File: config.mk
export PLATFORM = sky130hd
export DESIGN_NAME = ex_alu_stage
export DESIGN_NICKNAME = d
export VERILOG_FILES = /design/src/rtl/alu_pkg.sv /design/src/rtl/alu_iter_shifter.sv /design/src/rtl/ex_alu_stage.sv
export SDC_FILE = /design/constraint.sdc
export NUM_CORES = 1
export LEC_CHECK = 0
export CAP_MARGIN = 20
export CORE_MARGIN = 4
export CORE_UTILIZATION = 40
export CTS_BUF_LIST = sky130_fd_sc_hd__clkbuf_8
export DETAILED_ROUTE_END_ITERATION = 8
export PLACE_DENSITY_LB_ADDON = 0.15
export SYNTH_ARGS = -nofsm -noshare
export SYNTH_HDL_FRONTEND = slang
export SYNTH_SLANG_ARGS = --single-unit
File: constraint.sdc
create_clock -name clk -period 4.3 [get_ports clk]
set_input_delay 1.29 -clock clk [delete_from_list [all_inputs] [get_ports clk]]
set_output_delay 1.29 -clock clk [all_outputs]
set_load 0.05 [all_outputs]
File: src/rtl/alu_pkg.sv
// Shared ALU definitions: op encodings (common with the ID decoder), EX-stage FSM states and defaults.
package alu_pkg;

   localparam int unsigned XLEN_DEFAULT        = 32;
   localparam int unsigned SHAMT_W_DEFAULT     = 5;
   localparam int unsigned LINK_OFFSET_DEFAULT = 4;
   localparam int unsigned ALU_OP_W            = 4;
   localparam int unsigned RD_W                = 5;

   localparam logic [ALU_OP_W-1:0] ALU_ADD  = 4'd0;
   localparam logic [ALU_OP_W-1:0] ALU_SUB  = 4'd1;
   localparam logic [ALU_OP_W-1:0] ALU_AND  = 4'd2;
   localparam logic [ALU_OP_W-1:0] ALU_OR   = 4'd3;
   localparam logic [ALU_OP_W-1:0] ALU_XOR  = 4'd4;
   localparam logic [ALU_OP_W-1:0] ALU_LT   = 4'd5;
   localparam logic [ALU_OP_W-1:0] ALU_JUMP = 4'd6;
   localparam logic [ALU_OP_W-1:0] ALU_SHL  = 4'd7;
   localparam logic [ALU_OP_W-1:0] ALU_SHR  = 4'd8;
   localparam logic [ALU_OP_W-1:0] ALU_NOPE = 4'd9;

   typedef enum logic [1:0] {
      ST_IDLE  = 2'd0,
      ST_SHIFT = 2'd1,
      ST_HOLD  = 2'd2
   } alu_state_e;

   function automatic logic is_shift_op(input logic [ALU_OP_W-1:0] op);
      return (op == ALU_SHL) || (op == ALU_SHR);
   endfunction

endpackage

File: src/rtl/alu_iter_shifter.sv
// Iterative 1-bit-per-cycle logical shifter. The first bit is shifted on the start edge;
// o_done_c flags the edge on which o_result_c is the final shifted value.
module alu_iter_shifter
   import alu_pkg::*;
#(
   parameter int unsigned XLEN    = XLEN_DEFAULT,
   parameter int unsigned SHAMT_W = SHAMT_W_DEFAULT
) (
   input  logic               clk,
   input  logic               rst_n,
   input  logic               i_kill,
   input  logic               i_start,
   input  logic               i_dir_right,
   input  logic [XLEN-1:0]    i_op_a,
   input  logic [SHAMT_W-1:0] i_shamt,
   output logic               o_done_c,
   output logic [XLEN-1:0]    o_result_c
);

   logic [XLEN-1:0]    r_acc;
   logic [SHAMT_W-1:0] r_cnt;
   logic               r_dir;
   logic [XLEN-1:0]    w_first;

   function automatic logic [XLEN-1:0] shift1(input logic [XLEN-1:0] v, input logic right);
      return right ? (v >> 1) : (v << 1);
   endfunction

   always_comb begin
      w_first    = (i_shamt == '0) ? i_op_a : shift1(i_op_a, i_dir_right);
      o_result_c = i_start ? w_first : shift1(r_acc, r_dir);
      o_done_c   = i_start ? (i_shamt <= SHAMT_W'(1)) : (r_cnt == SHAMT_W'(1));
   end

   // Counter holds the number of shifts still owed after the current one.
   always_ff @(posedge clk) begin
      if (!rst_n) begin
         r_acc <= '0;
         r_cnt <= '0;
         r_dir <= 1'b0;
      end else if (i_kill) begin
         r_cnt <= '0;
      end else if (i_start) begin
         r_acc <= w_first;
         r_dir <= i_dir_right;
         r_cnt <= (i_shamt == '0) ? '0 : i_shamt - SHAMT_W'(1);
      end else if (r_cnt != '0) begin
         r_acc <= shift1(r_acc, r_dir);
         r_cnt <= r_cnt - SHAMT_W'(1);
      end
   end

endmodule

File: src/rtl/ex_alu_stage.sv
// Execute-stage ALU with valid/ready handshakes and synchronous flush.
// Define ALU_BARREL_SHIFT_EN for single-cycle barrel shifts instead of the iterative shifter.
module ex_alu_stage
   import alu_pkg::*;
#(
   parameter int unsigned XLEN        = XLEN_DEFAULT,
   parameter int unsigned SHAMT_W     = SHAMT_W_DEFAULT,
   parameter int unsigned LINK_OFFSET = LINK_OFFSET_DEFAULT
) (
   input  logic                clk,
   input  logic                rst_n,
   input  logic                flush,
   input  logic                in_valid,
   output logic                in_ready,
   input  logic [ALU_OP_W-1:0] in_alu_op,
   input  logic [XLEN-1:0]     in_op_a,
   input  logic [XLEN-1:0]     in_op_b,
   input  logic [XLEN-1:0]     in_pc,
   input  logic [RD_W-1:0]     in_rd,
   output logic                out_valid,
   input  logic                out_ready,
   output logic [XLEN-1:0]     out_result,
   output logic                out_zero,
   output logic [RD_W-1:0]     out_rd
);

   alu_state_e          r_state;
   alu_state_e          w_state_nxt;
   logic [XLEN-1:0]     r_result;
   logic                r_zero;
   logic [RD_W-1:0]     r_rd;

   logic                w_accept;
   logic                w_to_shift;
   logic                w_shift_done_c;
   logic                w_load_c;
   logic [XLEN-1:0]     w_alu_c;
   logic [XLEN-1:0]     w_res_nxt_c;
   logic [RD_W-1:0]     w_rd_nxt_c;
   logic [SHAMT_W-1:0]  w_shamt;

   assign w_shamt  = in_op_b[SHAMT_W-1:0];
   assign w_accept = in_valid & in_ready;

   // Single-cycle ALU datapath.
   always_comb begin
      w_alu_c = '0;
      case (in_alu_op)
         ALU_ADD:  w_alu_c = in_op_a + in_op_b;
         ALU_SUB:  w_alu_c = in_op_a - in_op_b;
         ALU_AND:  w_alu_c = in_op_a & in_op_b;
         ALU_OR:   w_alu_c = in_op_a | in_op_b;
         ALU_XOR:  w_alu_c = in_op_a ^ in_op_b;
         ALU_LT:   w_alu_c = XLEN'($signed(in_op_a) < $signed(in_op_b));
         ALU_JUMP: w_alu_c = in_pc + XLEN'(LINK_OFFSET);
`ifdef ALU_BARREL_SHIFT_EN
         ALU_SHL:  w_alu_c = in_op_a << w_shamt;
         ALU_SHR:  w_alu_c = in_op_a >> w_shamt;
`endif
         default:  w_alu_c = '0;
      endcase
   end

`ifdef ALU_BARREL_SHIFT_EN
   assign w_to_shift     = 1'b0;
   assign w_shift_done_c = 1'b0;
   assign w_res_nxt_c    = w_alu_c;
   assign w_rd_nxt_c     = in_rd;
`else
   logic            w_is_shift;
   logic [XLEN-1:0] w_shift_res_c;
   logic [RD_W-1:0] r_shift_rd;

   assign w_is_shift = is_shift_op(in_alu_op);

   alu_iter_shifter #(
      .XLEN    (XLEN),
      .SHAMT_W (SHAMT_W)
   ) u_shifter (
      .clk         (clk),
      .rst_n       (rst_n),
      .i_kill      (flush),
      .i_start     (w_accept & w_is_shift),
      .i_dir_right (in_alu_op == ALU_SHR),
      .i_op_a      (in_op_a),
      .i_shamt     (w_shamt),
      .o_done_c    (w_shift_done_c),
      .o_result_c  (w_shift_res_c)
   );

   // Meaningful only together with w_accept: shift needing more than one edge.
   assign w_to_shift  = w_is_shift & ~w_shift_done_c;
   assign w_res_nxt_c = ((r_state == ST_SHIFT) || w_is_shift) ? w_shift_res_c : w_alu_c;
   assign w_rd_nxt_c  = (r_state == ST_SHIFT) ? r_shift_rd : in_rd;

   // rd of the op in the shifter, published together with its result.
   always_ff @(posedge clk) begin
      if (!rst_n)
         r_shift_rd <= '0;
      else if (w_accept)
         r_shift_rd <= in_rd;
   end
`endif

   assign w_load_c = (w_accept & ~w_to_shift) | ((r_state == ST_SHIFT) & w_shift_done_c);

   always_ff @(posedge clk) begin
      if (!rst_n)
         r_state <= ST_IDLE;
      else
         r_state <= w_state_nxt;
   end

   // Flush beats both accept and out_ready.
   always_comb begin
      w_state_nxt = r_state;
      if (flush) begin
         w_state_nxt = ST_IDLE;
      end else begin
         case (r_state)
            ST_IDLE, ST_HOLD: begin
               if (w_accept)
                  w_state_nxt = w_to_shift ? ST_SHIFT : ST_HOLD;
               else if ((r_state == ST_HOLD) && out_ready)
                  w_state_nxt = ST_IDLE;
            end
            ST_SHIFT: begin
               if (w_shift_done_c)
                  w_state_nxt = ST_HOLD;
            end
            default: w_state_nxt = ST_IDLE;
         endcase
      end
   end

   always_comb begin
      in_ready  = 1'b0;
      out_valid = 1'b0;
      in_ready  = ~flush & ((r_state == ST_IDLE) | ((r_state == ST_HOLD) & out_ready));
      out_valid = (r_state == ST_HOLD);
   end

   // Result, zero flag and rd always update together; they keep stale values across a flush.
   always_ff @(posedge clk) begin
      if (!rst_n) begin
         r_result <= '0;
         r_zero   <= 1'b1;
         r_rd     <= '0;
      end else if (!flush && w_load_c) begin
         r_result <= w_res_nxt_c;
         r_zero   <= (w_res_nxt_c == '0);
         r_rd     <= w_rd_nxt_c;
      end
   end

   assign out_result = r_result;
   assign out_zero   = r_zero;
   assign out_rd     = r_rd;

endmodule

# Word level (Yosys, flattened, before mapping)
# Index checks and enable logic that the tools add are counted.
[totals]
register_bits = 83
latchBits = 0
ram_bits = 0
rom_bits = 0
inputBits = 110
out_inout_bits = 40
elab_cells = 78
memories = 0
[classes]
add_sub_neg = 5
n_mul = 0
div = 0
order_cmp = 2
eq_ne = 13
n_shift = 0
mux = 18
bitwise_logic = 16
reduce_logical = 16
[op_table]
columns = ["operator", "n"]
rows = [
  ["2-to-1 mux 32 bit", 7],
  ["one-hot mux 32 bit (7 select lines)", 1],
  ["adder 32 x 3 -> 32 bit, second input constant", 1],
  ["adder 32 bit", 1],
  ["bitwise AND 32 bit", 1],
  ["logical NOT 32 bit", 1],
  ["less-than comparator 32 bit", 1],
  ["OR 32 bit", 1],
  ["subtractor 32 bit", 1],
  ["bitwise XOR 32 bit", 1],
  ["2-to-1 mux 5 bit", 4],
  ["equality test 4 x 3 -> 1 bit, second input constant", 4],
  ["subtractor 5 x 1 -> 5 bit, second input constant", 2],
  ["equality test 4 x 2 -> 1 bit, second input constant", 2],
  ["2-to-1 mux 2 bit", 4],
  ["bitwise AND 1 bit", 7],
  ["AND reduction 2 bit", 3],
  ["equality test 5 x 1 -> 1 bit, second input constant", 1],
  ["<= comparator 5 x 1 -> 1 bit, second input constant", 1],
  ["logical NOT 5 bit", 1],
  ["nonzero test 5 bit", 1],
  ["equality test 4 x 1 -> 1 bit, second input constant", 1],
  ["equality test 4 bit, second input constant", 1],
  ["logical NOT 4 bit", 1],
  ["14 further kinds", 21],
]

# Longest topological paths before layout
# Gate-level depths: netlist of run 1.
[logic_depth]
word_depth = 13
depth_mapped = 15
depth_no_buf = 15

# By module
# From an unflattened synthesis of run 1, not the netlist that was laid out.
[unflattened]
cells_unflattened = 1678
area_unflattened_um2 = 12005.3
[modules_own_cells]
columns = ["module", "n_inst", "cells_per_inst", "area_each_um2"]
rows = [
  ["ex_alu_stage", 1, 1297, 8963.6],
  ["alu_iter_shifter", 1, 381, 3041.7],
]

# Worst setup path after synthesis of run 1
# OpenSTA, ideal clock, no wires.
[synth_path]
path_kind = "input-to-reg"
startpoint = "input port in_op_b[1]"
endpoint = "register r_zero (netlist: out_zero)"
setup_ns = 0.073
arrival_time_ns = 4.523
setup_slack_ns = -0.297
cell_stages = 13
n_path_buf = 0
cell_sequence = "inv_1 -> ha_1 -> o21ba_2 -> a2111o_1 -> a21oi_4 -> o21ai_1 -> nor3b_1 -> or4_4 -> a2111o_1 -> nor4_2 -> nand4_1 -> or4_1 -> o211ai_2"
[synth_between]
elab_chain_len = 8
word_cells_on_any_way = 21
classes_between = "2 x add/sub; 2 x order compare; 5 x mux; 9 x bitwise; 3 x reduce/logical"
[synth_rtl]
columns = ["item", "line", "rtl"]
rows = [
  ["from (decl)", "ex_alu_stage.sv:17", "input logic [XLEN-1:0] in_op_b,"],
  ["parallel branches: the longest is 8 deep, another holds subtractor 32 bit", "-", ""],
  ["to (signal assigned)", "ex_alu_stage.sv:151", "r_zero <= (w_res_nxt_c == '0);"],
  ["to (decl)", "ex_alu_stage.sv:30", "logic r_zero;"],
]
# Parallel ways; which one is timed is not known.
# A chain may end at the register's enable or synchronous reset.

# Final worst setup path of run 1
[layout_path]
startpoint = "input port in_alu_op[2]"
endpoint = "register r_zero (netlist: out_zero)"
[layout_between]
elab_chain_len = 10
word_cells_on_any_way = 26
classes_between = "8 x eq/ne; 6 x mux; 7 x bitwise; 5 x reduce/logical"
[layout_rtl]
columns = ["item", "line", "rtl"]
rows = [
  ["from (decl)", "ex_alu_stage.sv:15", "input logic [ALU_OP_W-1:0] in_alu_op,"],
  ["equality test 4 x 3 -> 1 bit / equality test 4 bit (equally long branches)", "alu_pkg.sv:28, ex_alu_stage.sv:84", ""],
  ["logical OR 1 bit", "alu_pkg.sv:28", "return (op == ALU_SHL) || (op == ALU_SHR);"],
  ["bitwise AND 1 bit", "ex_alu_stage.sv:83", ".i_start (w_accept & w_is_shift),"],
  ["2-to-1 mux 1 bit", "alu_iter_shifter.sv:32", "o_done_c = i_start ? (i_shamt <= SHAMT_W'(1)) : (r_cnt == SHAMT_W'(1));"],
  ["inverter 1 bit", "ex_alu_stage.sv:92", "assign w_to_shift = w_is_shift & ~w_shift_done_c;"],
  ["bitwise AND 1 bit", "ex_alu_stage.sv:92", ""],
  ["inverter 1 bit", "ex_alu_stage.sv:105", "assign w_load_c = (w_accept & ~w_to_shift) | ((r_state == ST_SHIFT) & w_shift_done_c);"],
  ["bitwise AND 1 bit", "ex_alu_stage.sv:105", ""],
  ["OR 1 bit", "ex_alu_stage.sv:105", ""],
  ["logical AND 1 bit", "ex_alu_stage.sv:149", "end else if (!flush && w_load_c) begin"],
]
# Parallel ways exist; a longest one is shown, timed or not.

==> results of run 1 <==
-- final timing paths --
| path | from | end | slack, ns | cells after the start |
|---|---|---|---|---|
| max | in_alu_op[2] | out_zero$_SDFFE_PN1P_ | -0.37 | 15 |
| min | r_shift_rd[1]$_SDFFE_PN0P_ | r_shift_rd[1]$_SDFFE_PN0P_ | 0.46 | 2 |
| max reg2reg | r_state[0]$_SDFFE_PP0P_ | out_zero$_SDFFE_PN1P_ | 0.77 | 11 |
| min reg2reg | r_shift_rd[1]$_SDFFE_PN0P_ | r_shift_rd[1]$_SDFFE_PN0P_ | 0.46 | 2 |
-- worst register-to-register path, cell delays in order (launching register included) --
cell,delay (ns)
dfxtp_1,0.39
nor2b_1,0.61
buf_4,0.30
a32oi_1,0.14
nor3_2,0.22
nand4b_1,0.23
nor3_2,0.25
nand4_1,0.19
nor4_4,0.28
nand4_1,0.15
or4_4,0.52
o211ai_2,0.17
-- Yosys cell counts, types with 11 or more instances --
cell,instances
o211ai_1,12
dfxtp_1,83
xnor2_1,27
clkbuf_8,12
nor4_1,18
xor2_1,20
ha_1,109
and3_1,11
nand2_1,159
nor2_1,200
a31oi_1,30
a21o_1,15
nand3_1,28
a211oi_1,59
o31ai_1,14
o22ai_1,18
mux2i_1,35
clkbuf_1,82
o21ai_0,88
nand4_1,27
inv_1,109
a21oi_1,163
a221oi_1,19
nor3_1,50
o21bai_1,11
-- power breakdown --
| part | switching (mW) | internal [mW] |
|---|---|---|
| combinational | 1.44 | 1.19 |
| sequential | 0.0759 | 0.868 |
| clock | 0.278 | 0.361 |
| total | 1.79 | 2.42 |
-- layout make-up --
type | count | share of cell area
multi-input cells | 1317 | 0.5192
inverters | 110 | 0.02254
repair buffers | 741 | 0.3307
clock inverters | 5 | 0.004575
well taps | 378 | 0.02543
flip-flops and latches | 83 | 0.08934
clock buffers | 11 | 0.008140
-- registers in the layout, summed over array words and instances, names as in the netlist --
| name | flops |
|---|---|
| r_state | 2 |
| out_rd | 5 |
| u_shifter.r_cnt | 5 |
| out_result | 32 |
| u_shifter.r_acc | 32 |
| u_shifter.r_dir | 1 |
| out_zero | 1 |
| r_shift_rd | 5 |
-- per-stage QoR --
step / hold WS [ns] / instance area [sq um] / power, mW / setup TNS, ns
after global routing: 0.4867 / 18600 / 4.448 / -1.277
after floorplan: 0.4366 / 11290 / 2.151 / -0.2625
after global placement: 0.4416 / 16960 / 3.275 / -11.50
final: 0.4599 / 18600 / 4.214 / -0.7069
after detailed placement: 0.4471 / 16960 / 3.302 / -12.96
after CTS: 0.4599 / 17930 / 4.069 / -0.9213
-- layout by cell type, fill, tap and decap left out, types with 15 or more instances in the layout --
cell type	netlist	routed
a21oi_1	163	146
dlygate4sd2_1	0	16
o21ai_0	88	75
ha_1	109	80
a21o_1	15	15
nor3_1	50	41
mux2i_1	35	35
a31oi_1	30	22
xnor2_1	27	27
inv_1	109	83
inv_2	1	25
clkdlybuf4s50_1	0	112
nand3_1	28	27
nor2_1	200	197
o22ai_1	18	16
dfxtp_1	83	83
nand2_1	159	156
a211oi_1	59	54
ha_4	0	21
xor2_1	20	20
buf_4	1	568
nand4_1	27	27
-- kinds of logic after synthesis --
logic type / after synthesis / synth area share
AND/OR/NAND/NOR: 565 / 0.2353
AO/OA/AOI/OAI: 553 / 0.3282
buffers and inverters: 225 / 0.09009
adder cells (fa/ha/maj): 111 / 0.1245
flip-flops: 83 / 0.1473
XOR/XNOR: 47 / 0.03650
multiplexers: 41 / 0.03806
-- timing repair --
action                     4_1_cts  5_1_grt
gates cloned                     0        1
setup buffers                   31       16
setup endpoints to repair       14       20
resized for setup              158      126
pin swaps                       38       57
-- per-layer routing --
layer | vias up | GRT usage | routed length [microns]
met5 | - | 0 | 0
met4 | 0 | 0.1033 | 1728
met3 | 103 | 0.04821 | 5329
met2 | 776 | 0.5295 | 24050
met1 | 7287 | 0.5108 | 25510
li1 | 7220 | - | -
==> flow_metrics.py, run 1 <==
metrics = {
    "die": {
        "die_x_microns": 175.9,
        "fp.dieH_microns": 175.9,
        "initial_core_util": 0.4059,
        "dieArea_sq_um": 30940,
        "io_pins": 150,
        "core_area_sq_um": 27780,
        "num_rows": 61,
    },
    "worst_setup_path": {
        "crit_arrival_ns": 4.95,
        "cp-end-kind": "register",
        "critPathMaxStageDelay_ns": 0.52,
        "cp.required_ns": 4.58,
        "cp_max_fo": 11,
        "startpoint_type": "input pin",
        "cp_slowest_cell": "or4_4",
        "crit_type": "in -> reg",
        "crit_family": "compound AO/OA/AOI/OAI gates",
        "worst-path-buf-inv": 4,
        "path_cells": "clkdlybuf4s50_1 > buf_4 > nor4b_4 > buf_6 > buf_12 > mux2i_1 > o211ai_1 > a21oi_2 > a221o_1 > a311o_2 > o21bai_1 > a32oi_2 > nand4_1 > or4_4 > o211ai_2",
    },
    "cells_and_area": {
        "finalNetCount": 2483,
        "stdcell_count": 2645,
        "seqCellArea_sq_um": 1662,
        "final_core_util": 0.6694,
        "multi_input_area_sq_um": 9657,
        "insertedDiodeCount": 0,
        "drive_gt1_frac": 0.3630,
        "layout.filler_cells": 2578,
        "syn_to_final_growth_pct": 64.92,
    },
    "routing": {
        "ant_nets": 0,
        "routed_via_density": 5.817,
        "totalWireLength_microns": 56620,
        "drtPass1Iterations": 5,
        "vias": 15390,
        "drt-initial-drc-count": 1487,
        "wl_per_cell_microns": 21.41,
        "route.detailed.drc": 0,
    },
    "placement": {
        "routabilityCongestion": 1.037,
        "dp_hpwl_microns": 46570,
        "portBuffers": 149,
        "dp_cells": 2581,
        "place_ws_ns": -1.171,
    },
    "yosys": {
        "syn_inst": 1625,
        "synth_nets": 1846,
        "async_flop_share": 0,
        "yosys.area.top_type": "dfxtp_1",
        "synth-edff-count": 0,
        "ys_seq_area_frac": 0.1473,
        "ys_types": 98,
        "yosys-top-cells-area": "dfxtp_1 (15%), ha_1 (12%), a21oi_1 (7.2%), nor2_1 (6.7%), nand2_1 (5.3%)",
        "syn_area_per_cell_sq_um": 6.940,
        "yosys_warnings": 0,
        "synth_top_area_share": 0.1473,
        "synthFlopType": "dfxtp_1",
        "synth-seq-cells": 83,
        "synth_area_sq_um": 11280,
    },
    "power_and_ir_drop": {
        "power_density_nw_per_um2": 226.6,
        "p_leak_nw": 8.121,
        "vdd_drop_max_mv": 0.2432,
    },
    "global_route": {
        "grt_pass1_wl_microns": 84530,
        "grt_max_degree": 53,
        "antenna_found_initial": 0,
        "overflow": 0,
        "track_usage": 0.3482,
        "grt_pass1_vias": 14600,
    },
    "min_path": {
        "hp-class": "reg -> reg",
    },
    "timing": {
        "relSlewSlack": 0.4321,
        "setup_ws_ns": -0.3732,
        "finalSetupViolations": 4,
        "maxSlewViolCount": 0,
        "finalClockSkew_ns": 0.008615,
        "worstMarginPinSlew_ns": 0.8507,
        "min_period_ns": 4.673,
        "fin_crit_sh": 1.087,
        "hold_viol_final": 0,
        "rsz0062_at_grt": "true",
        "max_freq_ghz": 0.2140,
    },
    "clock_network": {
        "cts_made_buffers": 9,
        "hold_buffers": 0,
        "clock_sinks": 83,
        "clock_path_buffers": 2,
        "cts_htree_levels": 3,
        "root_buffer": "clkbuf_8",
        "clk_latency_ns": 0.35,
        "clk_pin_slew_ns": 0.08,
        "cts_tree": "done",
    },
    "status": {
        "violations": "setup timing",
        "status": "complete, but fails checks",
    },
    "run": {
        "cap_violations": 0,
    },
}
No activity file was read; power rests on OpenSTA's default activity.
==> inputs of run 2 (changes only) <==
--- a/config.mk
+++ b/config.mk
@@ -7,7 +7,7 @@
 export LEC_CHECK = 0
 export CAP_MARGIN = 20
 export CORE_MARGIN = 4
-export CORE_UTILIZATION = 40
+export CORE_UTILIZATION = 30
 export CTS_BUF_LIST = sky130_fd_sc_hd__clkbuf_8
 export DETAILED_ROUTE_END_ITERATION = 8
 export PLACE_DENSITY_LB_ADDON = 0.15
==> run 2 against run 1 <==
  * Setup slack improved by 0.024 ns
  * Register-to-register slack worse by 0.09 ns
  * The run still ends with setup timing left
  * Utilization decreased by 15 points
==> flow_metrics.py, run 2 (synthesis gave the netlist of run 1 again) <==
metrics = {
    "timing": {
        "worstMarginPinSlew_ns": 0.9638,
        "relSlewSlack": 0.3566,
        "maxSlewViolCount": 0,
        "finalSetupViolations": 1,
        "finalSetupTns_ns": -0.3488,
        "min_period_ns": 4.649,
        "hold_slack_ns": 0.4582,
        "setup_ws_ns": -0.3488,
        "hold_viol_final": 0,
        "finalClockSkew_ns": 0.01158,
        "max_freq_ghz": 0.2151,
        "fin_crit_sh": 1.081,
        "rsz0062_at_grt": "true",
    },
    "cells_and_area": {
        "layout.filler_cells": 3741,
        "layout_commonest_cell": "buf_4",
        "insertedDiodeCount": 0,
        "syn_to_final_growth_pct": 68.29,
        "drive_gt1_frac": 0.3756,
        "stdcell_count": 2783,
        "finalNetCount": 2495,
        "layout_common_cells": "buf_4 (577), nor2_1 (193), nand2_1 (153)",
    },
    "placement": {
        "dp_hpwl_microns": 49830,
        "dp_cells": 2731,
        "routabilityCongestion": 1.025,
        "portBuffers": 149,
    },
    "power_and_ir_drop": {
        "vdd_drop_max_mv": 0.1974,
        "p_leak_nw": 8.180,
        "power_density_nw_per_um2": 221.8,
    },
    "global_route": {
        "antenna_found_initial": 1,
        "grt_pass1_vias": 14430,
        "overflow": 0,
        "track_usage": 0.2764,
        "grt_pass1_wl_microns": 87950,
        "grt_max_degree": 64,
    },
    "worst_setup_path": {
        "crit_family": "simple AND/OR/NAND/NOR gates",
        "path_cells": "clkdlybuf4s50_1 > buf_4 > buf_4 > nor4_2 > and3_1 > o41ai_1 > o21ai_1 > a221oi_2 > nand4_1 > nor4_4 > nand4_1 > or4_4 > o211ai_2",
        "worst-path-buf-inv": 3,
        "cp-end-kind": "register",
        "cp_slowest_cell": "or4_4",
        "crit_arrival_ns": 4.95,
        "startpoint_type": "input pin",
        "crit_type": "in -> reg",
        "cp.required_ns": 4.60,
        "critPathMaxStageDelay_ns": 0.51,
        "cp_max_fo": 20,
    },
    "clock_network": {
        "cts_tree": "done",
        "cts_made_buffers": 9,
        "cts_htree_levels": 3,
        "clk_pin_slew_ns": 0.08,
        "clk_latency_ns": 0.37,
        "clock_sinks": 83,
        "root_buffer": "clkbuf_8",
        "clock_path_buffers": 2,
    },
    "die": {
        "num_rows": 70,
        "core_area_sq_um": 36870,
        "initial_core_util": 0.3058,
        "io_pins": 150,
        "dieArea_sq_um": 40760,
        "die_x_microns": 201.9,
        "fp.dieH_microns": 201.9,
    },
    "routing": {
        "drt-initial-drc-count": 1243,
        "totalWireLength_microns": 59600,
        "route.detailed.drc": 0,
        "routed_via_density": 5.386,
        "drtPass1Iterations": 6,
        "ant_nets": 0,
        "vias": 14990,
        "wl_per_cell_microns": 21.41,
    },
    "min_path": {
        "hp-class": "reg -> reg",
    },
    "status": {
        "status": "complete, but fails checks",
        "violations": "setup timing",
    },
    "run": {
        "cap_violations": 0,
    },
}
[run 2: cell types whose count changed in the layout (fill, tap and decap cells not counted), sizes merged]
cell           previous run  this run
buf                     598       609
dlygate4sd2              16        21
clkbuf                   12         9
dlymetal6s2s             13        10
inv                     109       112
bufinv                    2         1
clkdlybuf4s15             1         2
clkdlybuf4s50           112       111
[run 2: worst paths after layout]
| kind | startpoint | to | slack [ns] | depth (start not counted) |
|---|---|---|---|---|
| worst max-delay path | in_alu_op[0] | out_zero$_SDFFE_PN1P_ | -0.35 | 13 |
| worst min-delay path | r_shift_rd[0]$_SDFFE_PN0P_ | r_shift_rd[0]$_SDFFE_PN0P_ | 0.46 | 2 |
| worst max register to register | r_state[0]$_SDFFE_PP0P_ | out_zero$_SDFFE_PN1P_ | 0.68 | 11 |
| worst min register to register | r_shift_rd[0]$_SDFFE_PN0P_ | r_shift_rd[0]$_SDFFE_PN0P_ | 0.46 | 2 |
[run 2: per-stage QoR]
stage / power, mW / setup slack, ns / util / cell area [sq um]
after floorplan: 2.151 / -0.2625 / - / 11290
after global placement: 3.336 / -1.203 / 0.4695 / 17310
after detailed placement: 3.348 / -1.255 / 0.4695 / 17310
after CTS: 4.087 / -0.3454 / 0.4986 / 18390
after global routing: 4.457 / -0.3671 / 0.5147 / 18980
final: 4.209 / -0.3488 / 0.5147 / 18980
[run 2: final cells by class]
cell class / count / area, sq um / share of cell area
sequential: 83 / 1662 / 0.08755
timing repair buffer: 753 / 6242 / 0.3289
clock inverter: 7 / 83.83 / 0.004417
clock buffer: 9 / 123.9 / 0.006527
inverter: 110 / 419.2 / 0.02209
tap: 504 / 630.6 / 0.03323
multi-input combinational: 1317 / 9817 / 0.5173
[run 2: per-layer routing]
layer | vias to the layer above | wire, microns | GRT usage
li1 | 7257 | - | -
met1 | 7086 | 28480 | 0.4117
met2 | 583 | 24450 | 0.4034
met3 | 64 | 5306 | 0.05888
met4 | 0 | 1362 | 0.06812
met5 | - | 0 | 0
[run 2: worst reg2reg max path, stage by stage, from the launching register on]
cell      delay, ns
dfxtp_1        0.40
nor2b_1        0.63
buf_4          0.31
a32oi_1        0.14
nor3_2         0.21
nand4b_1       0.24
nor3_1         0.29
nand4_1        0.20
nor4_4         0.30
nand4_1        0.18
or4_4          0.51
o211ai_2       0.14
[run 2: what timing repair did]
item | CTS | global route
hold buffers | 0 | 0
pin swaps | 47 | 51
setup buffers | 21 | 18
gates cloned | 0 | 0
setup endpoints to repair | 16 | 15
gates resized for setup | 200 | 115
[run 2: report_power, final]
part	leakage, nW	total [mW]	switching [mW]	internal, mW
sequential	0.676	0.939	0.0703	0.868
clock	0.102	0.597	0.319	0.278
combinational	7.40	2.67	1.46	1.21
